==> config.mk <==
export PLATFORM = sky130hd
export DESIGN_NAME = path_select_scheduler
export DESIGN_NICKNAME = d
export VERILOG_FILES = /design/src/rtl/path_select_scheduler.sv
export SDC_FILE = /design/constraint.sdc
export NUM_CORES = 1
export LEC_CHECK = 0
export CAP_MARGIN = 20
export CORE_UTILIZATION = 48
export DETAILED_ROUTE_END_ITERATION = 12
export HOLD_SLACK_MARGIN = 0.06
export PLACE_DENSITY = 0.77
export SYNTH_ARGS = -nofsm -noshare
export SYNTH_HDL_FRONTEND = slang
export SYNTH_HIERARCHICAL = 1
export SYNTH_SLANG_ARGS = --single-unit
==> constraint.sdc <==
create_clock -name clk -period 17 [get_ports clk]
set_clock_uncertainty 0.15 [all_clocks]
set_input_delay 3.4 -clock clk [delete_from_list [all_inputs] [get_ports clk]]
set_output_delay 3.4 -clock clk [all_outputs]
set_load 0.02 [all_outputs]
==> src/rtl/path_select_scheduler.sv <==
// Time-multiplexed minimum-energy path selector: streams a frame through one N_B-wide select_unit.
// Optional early exit on a good-enough running best: define PATH_SELECT_SCHED_EARLY_EXIT_EN.

module select_unit #(
    parameter int N       = 8,
    parameter int H_DEPTH = 4,
    parameter int EW      = 16
) (
    input  logic [N-1:0][EW-1:0]            energies,
    input  logic [N-1:0][H_DEPTH-1:0][1:0]  histories,
    output logic [EW-1:0]                   min_energy,
    output logic [H_DEPTH-1:0][1:0]         min_history
);
    // NOTE: blocking assignments in always_comb, and both outputs get a default first so no latch is inferred.
    always_comb begin
        min_energy  = energies[0];
        min_history = histories[0];
        for (int i = 1; i < N; i++) begin
            if (energies[i] < min_energy) begin
                min_energy  = energies[i];
                min_history = histories[i];
            end
        end
    end
endmodule

module path_select_scheduler #(
    parameter  int N_TOTAL  = 20,
    parameter  int N_B      = 8,
    parameter  int H_DEPTH  = 4,
    parameter  int B_WIDTH  = 8,
    localparam int EW       = 2 * B_WIDTH,
    localparam int N_CHUNKS = (N_TOTAL + N_B - 1) / N_B,
    localparam int CW       = (N_CHUNKS > 1) ? $clog2(N_CHUNKS) : 1
) (
    input  logic                                  clk,
    input  logic                                  rstb,
    input  logic                                  in_valid,
    output logic                                  in_ready,
    input  logic [N_TOTAL-1:0][EW-1:0]            path_energies,
    input  logic [N_TOTAL-1:0][H_DEPTH-1:0][1:0]  path_histories,
    output logic                                  out_valid,
    input  logic                                  out_ready,
`ifdef PATH_SELECT_SCHED_EARLY_EXIT_EN
    input  logic [EW-1:0]                         early_exit_thresh,
`endif
    output logic [EW-1:0]                         best_energy,
    output logic [H_DEPTH-1:0][1:0]               best_history,
    output logic [CW-1:0]                         best_chunk
);
    typedef enum logic [1:0] {IDLE, RUN, DONE} state_t;

    state_t                                state;
    logic [CW-1:0]                         chunk;
    logic [N_TOTAL-1:0][EW-1:0]            frame_e;
    logic [N_TOTAL-1:0][H_DEPTH-1:0][1:0]  frame_h;

    logic [N_CHUNKS-1:0][N_B-1:0][EW-1:0]           pad_e;
    logic [N_CHUNKS-1:0][N_B-1:0][H_DEPTH-1:0][1:0] pad_h;

    // Slots past the end of the frame carry the worst possible energy so they can never win.
    for (genvar c = 0; c < N_CHUNKS; c++) begin : g_chunk
        for (genvar j = 0; j < N_B; j++) begin : g_slot
            if (c * N_B + j < N_TOTAL) begin : g_real
                assign pad_e[c][j] = frame_e[c * N_B + j];
                assign pad_h[c][j] = frame_h[c * N_B + j];
            end else begin : g_pad
                assign pad_e[c][j] = '1;
                assign pad_h[c][j] = '0;
            end
        end
    end

    logic [EW-1:0]           sel_e;
    logic [H_DEPTH-1:0][1:0] sel_h;

    select_unit #(.N(N_B), .H_DEPTH(H_DEPTH), .EW(EW)) u_select (
        .energies    (pad_e[chunk]),
        .histories   (pad_h[chunk]),
        .min_energy  (sel_e),
        .min_history (sel_h)
    );

    // Strict less-than keeps the earlier chunk on an energy tie.
    logic          take_sel;
    logic [EW-1:0] next_best;
    logic          last_chunk;
    logic          finish_run;

    assign take_sel   = (chunk == '0) || (sel_e < best_energy);
    assign next_best  = take_sel ? sel_e : best_energy;
    assign last_chunk = (chunk == CW'(N_CHUNKS - 1));
`ifdef PATH_SELECT_SCHED_EARLY_EXIT_EN
    assign finish_run = last_chunk || (next_best <= early_exit_thresh);
`else
    assign finish_run = last_chunk;
`endif

    assign in_ready  = (state == IDLE);
    assign out_valid = (state == DONE);

    // NOTE: the frame buffer is reset along with the control state so a post-reset read is deterministic.
    always_ff @(posedge clk or negedge rstb) begin
        if (!rstb) begin
            state        <= IDLE;
            chunk        <= '0;
            frame_e      <= '0;
            frame_h      <= '0;
            best_energy  <= '0;
            best_history <= '0;
            best_chunk   <= '0;
        end else begin
            case (state)
                IDLE: begin
                    if (in_valid) begin
                        frame_e <= path_energies;
                        frame_h <= path_histories;
                        chunk   <= '0;
                        state   <= RUN;
                    end
                end
                RUN: begin
                    if (take_sel) begin
                        best_energy  <= next_best;
                        best_history <= sel_h;
                        best_chunk   <= chunk;
                    end
                    if (finish_run) state <= DONE;
                    else            chunk <= chunk + CW'(1);
                end
                DONE: begin
                    if (out_ready) state <= IDLE;
                end
                default: state <= IDLE;
            endcase
        end
    end
endmodule

# Word level (Yosys, flattened, before mapping)

Cells that the tools add are included.

Register bits: 510
Input port bits: 484
Output and inout port bits: 28
Logic and storage cells: 158

Add/subtract/negate cells: 1
Order comparisons: 9
Equal/unequal tests: 7
Mux-type cells: 25
Reductions and logical operators: 8

Operators by type and width:

| kind                                               | number |
|---|---|
| binary-select mux 128 bit (select 2 bit)           | 1 |
| binary-select mux 64 bit (select 2 bit)            | 1 |
| < comparator 16 bit                                | 8 |
| 2-to-1 mux 128 bit                                 | 1 |
| 2-to-1 mux 16 bit                                  | 7 |
| 2-to-1 mux 64 bit                                  | 1 |
| 2-to-1 mux 8 bit                                   | 7 |
| 2-to-1 mux 2 bit                                   | 5 |
| != test 2 bit, second input constant               | 3 |
| one-hot mux 2 bit (3 select lines)                 | 1 |
| AND reduction 3 bit                                | 2 |
| == test 2 bit, second input constant               | 2 |
| logical NOT 2 bit                                  | 2 |
| one-hot mux 2 bit (2 select lines)                 | 1 |
| AND reduction 2 bit                                | 2 |
| < comparator 2 x 3 -> 1 bit, second input constant | 1 |
| adder 2 x 1 -> 2 bit, second input constant        | 1 |
| == test 2 x 1 -> 1 bit, second input constant      | 1 |
| != test 2 x 1 -> 1 bit, second input constant      | 1 |
| nonzero test 2 bit                                 | 1 |
| logical OR 1 bit                                   | 1 |

# Depth between registers and ports, before layout

Gate-level depths: netlist (run 1).

Depth in word-level cells: 19
Gate-level depth with buffers: 108
Mapped depth without buffers: 92

# By module

The synthesis (run 1) kept the hierarchy.

By module, submodules not included:

| module                | times used | cells each | area an instance (um2) | seq. area each (um2) |
|---|---|---|---|---|
| path_select_scheduler | 1          | 1752       | 22597.9                | 12762.2 |
| select_unit           | 1          | 661        | 4790.8                 | 0.0 |

# Least setup slack after synthesis (run 1)

Ideal clock, no wire load.

Path type: flip-flop to flip-flop
Start point: register chunk[0]
End point: register best_chunk[0]
Library setup time: 0.125 ns
Arrival time: 18.137 ns
Data required time: 16.725 ns
Slack: -1.412 ns
Cell stages (with the launch flop): 99
Path buffers: 17
Period minus slack after synthesis: 18.412 ns
Path through: dfrtp_1 -> clkbuf_1 -> buf_2 -> clkbuf_1 -> mux2i_1 -> o21ai_0 -> inv_1 -> ha_1 -> nand4_1 -> nor3_1 -> nand2_1 -> o21ai_2 -> buf_2 -> buf_1 -> mux2i_1 -> ha_1 -> nand4_1 -> nor3_1 -> [... 63 more ...] -> buf_2 -> mux2i_1 -> ha_1 -> a21o_1 -> a21o_1 -> a21oi_1 -> or3b_2 -> a221oi_2 -> o31ai_4 -> buf_4 -> mux2i_1 -> ha_1 -> nand4_1 -> nor3_1 -> or4b_4 -> o41ai_4 -> buf_6 -> mux2_4

Word-level cells in the longest chain between the ends: 19
Elaborated cells on any way between the ends: 20
Classes of those cells: order compare (8); mux (9); reduce/logical (3)

Ends and longest elaborated chain:

| what                                       | line | text |
|---|---|---|
| from (decl)                                | 54   | `logic [CW-1:0] chunk;` |
| from (signal assigned)                     | 129  | `else chunk <= chunk + CW'(1);` |
| binary-select mux 128 bit (select 2 bit) * | 78   | `.energies (pad_e[chunk]),` |
| 2-to-1 mux 128 bit (not written as such) * | 78   |  |
| < comparator 16 bit                        | 19   | `if (energies[i] < min_energy) begin` |
| 2-to-1 mux 16 bit                          | 19   |  |
| < comparator 16 bit                        | 19   |  |
| 2-to-1 mux 16 bit                          | 19   |  |
| < comparator 16 bit                        | 19   |  |
| 2-to-1 mux 16 bit                          | 19   |  |
| [... 4 more ...]                           | -    |  |
| < comparator 16 bit                        | 19   |  |
| 2-to-1 mux 16 bit                          | 19   |  |
| < comparator 16 bit                        | 19   |  |
| 2-to-1 mux 16 bit *                        | 19   |  |
| named net next_best[14]                    | 86   | `logic [EW-1:0] next_best;` |
| < comparator 16 bit *                      | 90   | `assign take_sel = (chunk == '0) \|\| (sel_e < best_energy);` |
| logical OR 1 bit *                         | 90   |  |
| AND reduction 2 bit (no source line) *     | -    |  |
| to (signal assigned)                       | 126  | `best_chunk <= chunk;` |
| to (decl)                                  | 49   | `output logic [CW-1:0] best_chunk` |

The timed path passes the listed nets; every way through them passes the cells marked *. The select of a mux whose other input is x is not followed.
A chain may end at the register's enable or synchronous reset.

# Worst setup path after layout (run 1)

Start point: register chunk[0]
End point: register best_energy[0]

Word-level cells in the longest chain between the ends: 19
Elaborated cells on any way between the ends: 20
Classes of those cells: order compare (8); mux (9); reduce/logical (3)

Ends and longest elaborated chain:

| what                                       | line | text |
|---|---|---|
| binary-select mux 128 bit (select 2 bit) * | 78   |  |
| 2-to-1 mux 128 bit (not written as such) * | 78   |  |
| < comparator 16 bit                        | 19   |  |
| 2-to-1 mux 16 bit                          | 19   |  |
| < comparator 16 bit                        | 19   |  |
| 2-to-1 mux 16 bit                          | 19   |  |
| < comparator 16 bit                        | 19   |  |
| 2-to-1 mux 16 bit                          | 19   |  |
| [... 4 more ...]                           | -    |  |
| < comparator 16 bit                        | 19   |  |
| 2-to-1 mux 16 bit                          | 19   |  |
| < comparator 16 bit                        | 19   |  |
| 2-to-1 mux 16 bit *                        | 19   |  |
| named net next_best[13]                    | 86   |  |
| < comparator 16 bit *                      | 90   |  |
| logical OR 1 bit *                         | 90   |  |
| AND reduction 2 bit (no source line) *     | -    |  |
| to (signal assigned)                       | 124  | `best_energy <= next_best;` |
| to (decl)                                  | 47   | `output logic [EW-1:0] best_energy,` |

Marked as above.

==> results of run 1 <==
-- worst max-delay path: cells and delay by family, from the launching register on --
kind                       cells  cell delay, ps
DFF                            1             530
muxes                          8            2060
adders and majority gates      8            2120
buffers and inverters         13            1810
AOI/OAI and AO/OA             33            6210
and+or+nand+nor               24            3920
-- metrics by stage --
step / hold slack, ps / std cells / setup WS [ps] / TNS (ps) / utilization
global placement: 338 / 3627 / -336 / -7830 / 0.597
global route: 366 / 3805 / -620 / -15480 / 0.659
detailed placement: 344 / 3627 / -851 / -20830 / 0.597
floorplan: 320 / 2413 / 13.3 / 0 / -
finish: 354 / 3808 / 69.9 / 0 / 0.659
CTS: 358 / 3747 / 3.84 / 0 / 0.638
-- cell families after synthesis --
family                     Yosys count  share of synthesized area
xor gates and xnor gates             1                   0.000320
DFF                                510                      0.466
buffers and inverters              249                     0.0365
AOI/OAI and AO/OA                  358                     0.0776
muxes                              741                      0.299
adders and majority gates          116                     0.0528
and+or+nand+nor                    438                     0.0679
-- cell usage after synthesis, types with 7 or more instances --
| cell type | n |
|---|---|
| ha_1 | 113 |
| clkbuf_1 | 102 |
| nand2_1 | 217 |
| dfrtp_1 | 510 |
| mux2_4 | 25 |
| nor3_1 | 9 |
| buf_2 | 15 |
| nor2b_1 | 14 |
| a21oi_1 | 59 |
| nand4_1 | 21 |
| a21o_1 | 24 |
| mux2i_1 | 198 |
| a211oi_1 | 11 |
| o21ai_0 | 211 |
| buf_1 | 14 |
| inv_1 | 109 |
| mux2_2 | 514 |
| nand2b_1 | 7 |
| nor2_1 | 138 |
-- state kept, by name (all words and copies together) (netlist names) --
name / count
chunk: 2
frame_h: 160
frame_e: 320
state: 2
best_chunk: 2
best_history: 8
best_energy: 16
-- metal layers --
metal | vias up | GRT usage | part of all wire
li1 | 9723 | - | -
met1 | 10500 | 0.356 | 0.42
met2 | 638 | 0.475 | 0.49
met3 | 138 | 0.0668 | 0.071
met4 | 8 | 0.0821 | 0.027
met5 | - | 0 | 0.00068
-- worst max-delay path by stage --
stage	endpoint	slack (ps)	depth (start not counted)
2_1_floorplan	best_chunk[0]	10	103
3_3_place_gp	best_energy[10]	-340	92
5_1_grt	best_history[7]	-620	91
3_5_place_dp	best_energy[6]	-850	89
6_report	best_energy[0]	70	86
4_1_cts	best_energy[6]	4	95
-- timing repair --
item                       4_1_cts  5_1_grt
setup buffers                   14       51
resized for setup               82      142
setup endpoints to repair       26       26
pin swaps                       18       71
gates cloned                     5        5
-- area by class of cell --
class                           count  area, µm²
Multi-Input combinational cell   1657      14600
Timing Repair Buffer              671       6630
Sequential cell                   510      12800
Tap cell                          756        946
Clock inverter                     28        312
Antenna cell                        3       7.51
Fill cell                        4309      19200
Inverter                          110        413
Clock buffer                       73       1480
==> reports/qor.yml, run 1 <==
die:
  num_rows: 87
  ioPinCount: 512
  initial_core_util: 0.486
  dieWidth_um: 241
  die_area_um2: 58000
  core-area_um2: 56400
  die_h_um: 241
place:
  io_buffers: 511
  post_dp_cell_area_um2: 33700
  hpwl_um: 59800
  place.gp.congestion: 0.946
worst_setup_path:
  slowest_delay_ps: 550
  end_kind: "register"
  path_class: "reg2reg"
  critPathLaunch: "chunk[0]"
  r2r_start: "chunk[0]"
  reg2regPathDepth: 86
  r2r_slack_ps: 70
  worstPathRequired_ps: 17350
  cpMaxStageDelayCell: "or4b_4"
  worstSetupStartpointType: "register"
  cp_max_fo: 8
  regToRegEndpoint: "best_energy[0]"
  crit_arrival_ps: 17280
drt:
  ant_nets: 0
  avgViaCountPerCell: 5.53
  route.detailed.drc: 0
  wirelength_um: 83300
  dr.pass1.iters: 6
  drtIter0Drc: 1381
  vias: 21100
  wl_per_cell_um: 21.9
global_route:
  overflow: 0
  grt_start_max_net_pins: 131
  antenna_found_initial: 7
  grt_pass1_vias: 21900
  grt.total_usage: 0.280
  grt_pass1_wl_um: 125000
yosys:
  syn_nets: 3010
  netlist.area_leader.share: 0.466
  synth_area_leaders: "dfrtp_1, mux2_2, mux2i_1"
  ys_types: 71
  ys_seq_area_frac: 0.466
  yosys.area.top_type: "dfrtp_1"
  syn_area_um2: 27400
  yosys_warnings: 6
  ys.flop_type: "dfrtp_1"
  synth_edf_count: 0
  synth_seq_cells: 510
  synth_cells: 2413
  synth_area_per_cell_um2: 11.4
  synthArstFlopShare: 1.00
worst_hold_path:
  hp-class: "reg2reg"
  hold_end: "frame_e[140]"
  min_path_cells: 1
  min_from: "frame_e[140]"
finish:
  mostFrequentLayoutCell: "clkdlybuf4s50_1"
  layout_common_cells: "clkdlybuf4s50_1, dfrtp_1, mux2_2"
  final_area_um2: 37200
  synthToLayoutAreaGrowth_pct: 35.6
  finish.net_count: 3601
  drive_above_1_share: 0.307
outcome:
  status: "completed"
clock_tree:
  cts.clk_slew.worst_paths_ps: 60
  cts_hold_buf: 0
  cts.sinks: 510
  clockRootBuffer: "clkbuf_16"
  cts_made_buffers: 54
  clockBufferDepth: 3
  clk_latency_ps: 610
  h-tree-depth: 2
  cts_tree: "built"
timing:
  period_share: 0.996
  setup_violations: 0
  tightest_slew_ps: 1100
  report.final.slew_viol_count: 0
  rsz0062_at_grt: "yes"
  maxSlewHeadroom: 0.268
  fmax_mhz: 59.1
  period_needed_ps: 16930
  finalHoldViolations: 0
run:
  maxCapViolCount: 0
Power of run 1 is not shown: default switching activity piles up to over one toggle a cycle in this logic, so the estimate is an artifact.
==> run 2: changes to the inputs <==
- ABC_AREA: unset -> 1
- SETUP_SLACK_MARGIN: unset -> 0.5
==> reports/qor.yml, run 2 <==
yosys:
  netlist.area_leader.share: 0.458
  syn_area_um2: 27900
  ys_types: 34
  synth_area_per_cell_um2: 9.83
  synth.most_common_cell: "dfrtp_1"
  synthArstFlopShare: 1.00
  yosys-top-cells-count: "dfrtp_1, nand2_1, mux2_2"
  yosys_warnings: 6
  ys_seq_area_frac: 0.458
  ys.flop_type: "dfrtp_1"
  yosys.area.top_type: "dfrtp_1"
  syn_nets: 3433
  synth_edf_count: 0
  synth_seq_cells: 510
  synth_cells: 2836
  synth_area_leaders: "dfrtp_1, mux2_2, nand2_1"
global_route:
  grt.total_usage: 0.276
  grt_start_max_net_pins: 178
  antenna_found_initial: 17
  overflow: 0
  grt_pass1_wl_um: 126000
  grt_pass1_vias: 22100
timing:
  fmax_mhz: 66.0
  setup_violations: 0
  period_share: 0.892
  rsz0062_at_grt: "no"
  report.final.slew_viol_count: 0
  finalHoldViolations: 0
  tightest_slew_ps: 1180
  maxSlewHeadroom: 0.211
  period_needed_ps: 15160
worst_setup_path:
  worstPathRequired_ps: 17350
  end_kind: "register"
  cp_max_fo: 97
  crit_arrival_ps: 15510
  slowest_delay_ps: 610
  cp_common_cell: "nand2_1"
  cpMaxStageDelayCell: "dfrtp_4"
  path_class: "reg2reg"
  worstSetupStartpointType: "register"
finish:
  finalNonFillerCells: 4068
  layout_common_cells: "clkdlybuf4s50_1, dfrtp_1, nand2_1"
  synthToLayoutAreaGrowth_pct: 27.1
  mostFrequentLayoutCell: "clkdlybuf4s50_1"
  drive_above_1_share: 0.195
  top_register: "frame_e"
  largest_reg_flops: 320
  fin_util: 0.622
  finish.net_count: 3853
  top_regs: "frame_e x320, frame_h x160, best_energy x16"
  final_area_um2: 35400
die:
  die_area_um2: 59000
  initial_core_util: 0.490
  core-area_um2: 56900
  die_h_um: 243
  num_rows: 87
  dieWidth_um: 243
  ioPinCount: 512
place:
  place_inst: 3950
  hpwl_um: 60000
  post_dp_cell_area_um2: 33300
  io_buffers: 511
  place.gp.congestion: 0.931
clock_tree:
  cts_made_buffers: 54
  cts_hold_buf: 0
  h-tree-depth: 2
  clockRootBuffer: "clkbuf_16"
  cts.sinks: 510
  cts_tree: "built"
  cts.clk_slew.worst_paths_ps: 60
  clk_latency_ps: 620
  clockBufferDepth: 3
run:
  maxCapViolCount: 0
drt:
  ant_nets: 0
  route.detailed.drc: 0
  dr.pass1.iters: 5
  vias: 22100
  wirelength_um: 82200
  avgViaCountPerCell: 5.44
  drtIter0Drc: 1659
  wl_per_cell_um: 20.2
outcome:
  status: "completed"
worst_hold_path:
  hp-class: "reg2reg"
## run 2: cell count changes after synthesis, moves of 26 or more
cell | previous run | this run
nand2_1 | 217 | 456
nand3_1 | 4 | 215
mux2i_1 | 198 | 0
nor2_1 | 138 | 309
mux2_2 | 514 | 391
o31ai_1 | 1 | 96
mux2_4 | 25 | 89
inv_1 | 109 | 156
buf_2 | 15 | 57
clkbuf_1 | 102 | 76
## run 2: layout make-up
class                           count  area (µm²)
Antenna cell                       14        35.0
Clock buffer                       79        1620
Clock inverter                     19         249
Fill cell                        4686       21500
Inverter                          163         624
Multi-Input combinational cell   1985       13700
Sequential cell                   510       12800
Tap cell                          756         946
Timing Repair Buffer              542        5460
## run 2: cell families (layout without fill, tap and decap cells)
kind of cell / after synthesis / count (layout) / share of synthesized area
simple gates: 1015 / 1016 / 0.150
flops: 510 / 510 / 0.458
mux: 480 / 480 / 0.206
compound gates: 376 / 376 / 0.0802
buf+inv: 342 / 803 / 0.0549
fa+ha+maj: 113 / 113 / 0.0507
other cells: 0 / 14 / 0
## run 2: what timing repair did
action,in CTS,in global routing
pin swaps,1,1
buffers inserted,0,3
resized for setup,10,26
setup endpoints to repair,26,26
gates cloned,1,0
endpoints found under the hold margin,0,0
## run 2: path summary, 6_finish.rpt
kind / startpoint / to / slack [ps] / cells past startpoint
worst max-delay path: chunk[0] / best_history[2] / 1840 / 69
worst min-delay path: best_chunk[1] / best_chunk[1] / 330 / 2
worst max register to register: chunk[0] / best_history[2] / 1840 / 69
worst min register to register: best_chunk[1] / best_chunk[1] / 330 / 2
max in group asynchronous: rstb / chunk[1] / 11940 / 3
min in group asynchronous: rstb / frame_e[230] / 2630 / 1
## run 2: critical path, delay by kind of cell, from the launching register on
family | cells | cell delay, ps
fa+ha+maj | 8 | 2390
simple gates | 35 | 5430
flops | 1 | 610
compound gates | 21 | 5510
buf+inv | 5 | 820
## run 2: metrics by stage
| step | setup WS, ps | TNS (ps) | hold slack (ps) |
|---|---|---|---|
| after global routing | 530 | 0 | 348 |
| after CTS | 578 | 0 | 337 |
| final | 1840 | 0 | 333 |
| after global placement | -718 | -18560 | 310 |
| after floorplan | 2160 | 0 | 324 |
| after detailed placement | -1280 | -32470 | 323 |
## run 2: layer usage
metal  up-vias  wire length [µm]  GRT usage  part of all wire
met3       159              4440     0.0399             0.054
met4        12              2740      0.106             0.033
met1     10800             34800      0.363              0.42
li1      10500                 -          -                 -
met5         -                76          0           0.00092
met2       667             40100      0.458              0.49
Power of run 2 is left out for the same reason.
